===== config.mk =====
export PLATFORM = sky130hd
export DESIGN_NAME = tt_sweep_capture
export DESIGN_NICKNAME = d
export VERILOG_FILES = /design/src/rtl/tt_pkg.sv /design/src/rtl/tt_settle_timer.sv /design/src/rtl/tt_sweep_capture.sv
export SDC_FILE = /design/constraint.sdc
export NUM_CORES = 1
export LEC_CHECK = 0
export BUFFER_PORTS_ARGS = -buffer_cell sky130_fd_sc_hd__buf_2
export CAP_MARGIN = 20
export CORE_MARGIN = 2
export CORE_UTILIZATION = 35
export DETAILED_ROUTE_END_ITERATION = 6
export GPL_TIMING_DRIVEN = 0
export HOLD_SLACK_MARGIN = 0.06
export PLACE_DENSITY = 0.51
export SLEW_MARGIN = 20
export SYNTH_ARGS = -nofsm -noshare
export SYNTH_HDL_FRONTEND = slang
export SYNTH_SLANG_ARGS = --single-unit
export TNS_END_PERCENT = 10

===== constraint.sdc =====
create_clock -name clk -period 3 [get_ports clk]
set_clock_uncertainty 0.2 [all_clocks]
set_input_delay 0.15 -clock clk [delete_from_list [all_inputs] [get_ports clk]]
set_output_delay 0.15 -clock clk [all_outputs]
set_load 0.02 [all_outputs]

===== src/rtl/tt_pkg.sv =====
// Shared types and helpers for the truth-table sweep capture block.
package tt_pkg;

    typedef enum logic [1:0] {
        StIdle,
        StHold,
        StSample,
        StFin
    } state_e;

    localparam logic [15:0] TT_601D = 16'h601D;

    function automatic int unsigned tt_width(input int unsigned n);
        return 32'd1 << n;
    endfunction

endpackage


===== src/rtl/tt_settle_timer.sv =====
// Loadable down-counter with a zero flag; holds at zero rather than wrapping.
module tt_settle_timer #(
    parameter int unsigned Width = 1
) (
    input  logic             clk,
    input  logic             rst_n,
    input  logic             load_i,
    input  logic [Width-1:0] load_val_i,
    input  logic             dec_i,
    output logic             zero_o
);

    logic [Width-1:0] cnt_d, cnt_q;

    always_comb begin
        cnt_d = cnt_q;
        if (load_i) begin
            cnt_d = load_val_i;
        end else if (dec_i && (cnt_q != '0)) begin
            cnt_d = cnt_q - 1'b1;
        end
    end

    always_ff @(posedge clk or negedge rst_n) begin
        if (!rst_n) begin
            cnt_q <= '0;
        end else begin
            cnt_q <= cnt_d;
        end
    end

    assign zero_o = (cnt_q == '0);

endmodule


===== src/rtl/tt_sweep_capture.sv =====
// Steps a gate through every input vector, samples its output after a settle
// window and compares the captured truth table with a reference.
module tt_sweep_capture
    import tt_pkg::*;
#(
    parameter int unsigned N_IN   = 4,
    parameter int unsigned TT_W   = tt_width(N_IN),
    parameter int unsigned SETTLE = 2
) (
    input  logic            clk,
    input  logic            rst_n,
    input  logic            start,
    input  logic            abort,
    input  logic [TT_W-1:0] expected_tt,
    input  logic            gate_out,
    output logic [N_IN-1:0] gate_in,
    output logic [TT_W-1:0] tt,
    output logic            busy,
    output logic            done,
    output logic            match
);

    localparam int unsigned     CntW     = (SETTLE > 0) ? $clog2(SETTLE + 1) : 1;
    // HOLD lasts SETTLE cycles and SAMPLE one more, so the timer starts one short.
    localparam logic [CntW-1:0] HoldLoad = (SETTLE > 0) ? CntW'(SETTLE - 1) : '0;
    localparam logic [N_IN-1:0] LastVec  = N_IN'(TT_W - 1);
    localparam state_e          FirstSt  = (SETTLE > 0) ? StHold : StSample;

    state_e          state_d, state_q;
    logic [N_IN-1:0] gate_in_d, gate_in_q;
    logic [TT_W-1:0] tt_d, tt_q;
    logic [TT_W-1:0] exp_d, exp_q;
    logic            busy_d, busy_q;
    logic            done_d, done_q;
    logic            match_d, match_q;
    logic            timer_load, timer_dec, timer_zero;

    tt_settle_timer #(
        .Width (CntW)
    ) u_timer (
        .clk        (clk),
        .rst_n      (rst_n),
        .load_i     (timer_load),
        .load_val_i (HoldLoad),
        .dec_i      (timer_dec),
        .zero_o     (timer_zero)
    );

    always_comb begin
        state_d    = state_q;
        gate_in_d  = gate_in_q;
        tt_d       = tt_q;
        exp_d      = exp_q;
        busy_d     = busy_q;
        done_d     = 1'b0;
        match_d    = match_q;
        timer_load = 1'b0;
        timer_dec  = 1'b0;

        unique case (state_q)
            StIdle: begin
                if (start && !abort) begin
                    state_d    = FirstSt;
                    exp_d      = expected_tt;
                    tt_d       = '0;
                    gate_in_d  = '0;
                    match_d    = 1'b0;
                    busy_d     = 1'b1;
                    timer_load = 1'b1;
                end
            end
            StHold, StSample: begin
                if (abort) begin
                    state_d   = StIdle;
                    gate_in_d = '0;
                    tt_d      = '0;
                    busy_d    = 1'b0;
                    match_d   = 1'b0;
                end else if (state_q == StHold) begin
                    if (timer_zero) begin
                        state_d = StSample;
                    end else begin
                        timer_dec = 1'b1;
                    end
                end else begin
                    tt_d[gate_in_q] = gate_out;
                    if (gate_in_q == LastVec) begin
                        state_d   = StFin;
                        done_d    = 1'b1;
                        busy_d    = 1'b0;
                        gate_in_d = '0;
                        match_d   = (tt_d == exp_q);
                    end else begin
                        state_d    = FirstSt;
                        gate_in_d  = gate_in_q + 1'b1;
                        timer_load = 1'b1;
                    end
                end
            end
            StFin: begin
                state_d = StIdle;
            end
            default: begin
                state_d = StIdle;
            end
        endcase
    end

    always_ff @(posedge clk or negedge rst_n) begin
        if (!rst_n) begin
            state_q   <= StIdle;
            gate_in_q <= '0;
            tt_q      <= '0;
            exp_q     <= '0;
            busy_q    <= 1'b0;
            done_q    <= 1'b0;
            match_q   <= 1'b0;
        end else begin
            state_q   <= state_d;
            gate_in_q <= gate_in_d;
            tt_q      <= tt_d;
            exp_q     <= exp_d;
            busy_q    <= busy_d;
            done_q    <= done_d;
            match_q   <= match_d;
        end
    end

    assign gate_in = gate_in_q;
    assign tt      = tt_q;
    assign busy    = busy_q;
    assign done    = done_q;
    assign match   = match_q;

endmodule


==> metrics.txt <==
status=finished clean; CTS Buffer Depth=2; detailed placer's ending HPWL=5080 µm; share of the synthesized area in the top cell type=41.1%; Crit Reg-Reg Endpoint=match; I/O Pins=44; min Tclk post-route=2.79 ns; Arr. time, crit path=2.80 ns; ys flop type=dfrtp_1; Die Ht=90.5 µm; crit end category=flop; hold path start=start; maxcap violations=0; RSZ-0062 raised after global routing=false; synth unique cells=42; path depth of the worst reg2reg path=9; antenna fix cells=0; Non-Filler Instances=441; Placement Setup Slack=0.247 ns; Hold Path Cell Cnt=5; final hold violations=0; vias in the first global route=2208; # nets final=373; DRT iter0 DRCs=130; worst-margin pin slew=0.970 ns; GR Overflow Total=0; Num CTS Buffers=5; Num Clock Sinks=43; synthesis-to-layout area growth=23.3%; #FFs+latches synth=43; number of I/O port buffers=43; routed vias/inst=5.16; Placed Area=2960 µm²; total negative slack=0 ns; most common cell in the netlist=dfrtp_1; power density over the cells=740 nW/µm²; CP startpoint kind=flop; cell total after placement=416; fill count=744; Final GP Congestion=0.891; maximum vdd ir drop=0.286 mV; worst hold slack=0.114 ns; Core Util, Final=44.5%; DR vias=2277; first-pass GRT wire length=11700 µm; Final Cycle Share=93.0%; Mapped Area=2620 µm²; CTS tree=built; Hold Crit Endpoint=state_q[0]; clock root buffer=clkbuf_8; post-CTS setup buffers=0; DRC viols=0; total chip power=2.39 mW; count of final setup violators=0; Syn Nets=306; final slew viol count=0; WS Path Type=reg -> reg; DR pass1 iterations=6; Die ar.=8190 µm²; asr flop ratio synth=100%; post-synth top area cell=dfrtp_1; Max Fanout on Critical Path=10; worst skew pair latency=0.30 ns; initial antenna violation count=0; ranking of synthesized cells by area=dfrtp_1, mux2_2, o21ai_0; yosys warns=0; final worst setup slack=0.211 ns; largest net degree at the start of global routing=44; EDFF count, synth=0; sequential share of the synthesized area=41.1%; Req. time, crit path=3.02 ns; layout cells sized above 1=22.8%; Chip Width=90.5 µm; area of the multi-input gates=1400 µm²; Peak Freq=0.359 GHz; Detail Route Antenna Nets=0; Placement Rows=31; core area=7250 µm²; HP Class=in -> reg; clock slew at reported path FFs=0.08 ns; r2r setup slk=0.21 ns; Initial Util=36.1%; RR Startpoint=gate_in[0]; gr usage total=18.2%; total detailed-routing wirelength=7130 µm; DR WL/cell=16.2 µm; Leak=1.46 nW; slew margin rel.=35.3%; CTS H-Tree Depth=2; Storage cell area=1080 µm²; Commonest cells post-synth=dfrtp_1, o21ai_0, nand2_1; finished layout cell area=3230 µm²; crit path from=gate_in[0]; Post-Syn Area per Cell=9.56 µm²; Cells after Synth=274
-- cell usage in the layout, fill, tap and decap left out, drive strengths merged, types with 10 or more instances in the layout --
master       count
dlygate4sd3     17
nand2           19
a21oi           18
clkbuf          18
ha              11
buf             50
inv             12
o21ai           33
dfrtp           43
nand3b          10
nand3           15
mux2            16
-- critical path: stages (launching register included) --
cell and delay (ns):
dfrtp_1 0.47, inv_1 0.15, ha_1 0.15, clkbuf_1 0.43
nand3_1 0.27, nand3b_1 0.14, o221ai_1 0.16, nor4_1 0.28
nand4_1 0.20, o31ai_2 0.25
-- kinds of logic after synthesis --
logic type                 share of synthesized area [%]
and+or+nand+nor                                     17.8
adders and majority gates                           5.25
AOI/OAI and AO/OA                                   16.3
buffers and inverters                               5.54
muxes                                               10.3
DFF                                                 41.1
xor gates and xnor gates                            3.68
-- timing repair --
action                                 CTS  global route
resized for setup                        0             0
hold buffers                            17             0
endpoints found under the hold margin   59             0
setup endpoints to repair                0             0
-- flip-flops by register name, summed over array words and instances, names as in the netlist --
register,count
gate_in,4
done,1
busy,1
match,1
state_q,2
exp_q,16
tt,16
u_timer.cnt_q,2
-- power by group --
part | leakage (nW) | total [mW] | switching (mW) | internal (mW)
clock | 0.0515 | 0.414 | 0.204 | 0.210
combinational | 0.855 | 1.07 | 0.619 | 0.449
sequential | 0.557 | 0.908 | 0.168 | 0.740
-- layout make-up --
| class | count | share of cell area, % |
|---|---|---|
| inverter | 12 | 1.39 |
| multi-input combinational | 202 | 43.3 |
| sequential | 43 | 33.3 |
| tap | 99 | 3.84 |
| clock buffer | 8 | 3.10 |
| buffer | 17 | 3.10 |
| timing repair buffer | 60 | 11.9 |
-- worst max path at each step --
stage,end,slack (ns),cells after the start
after global routing,match,0.01,9
after floorplan,match,0.71,9
after CTS,tt[13],0.22,6
after global placement,tt[7],0.21,6
final,match,0.21,9
after detailed placement,tt[13],0.25,6
-- layer usage --
metal | track usage [%] | vias up | routed length, µm
met5 | 0 | - | 0
met3 | 3.34 | 6 | 333
met4 | 5.38 | 0 | 88
met1 | 25.8 | 1090 | 3510
met2 | 28.2 | 62 | 3190
li1 | - | 1119 | -
Power figures use the tool's default switching activity.
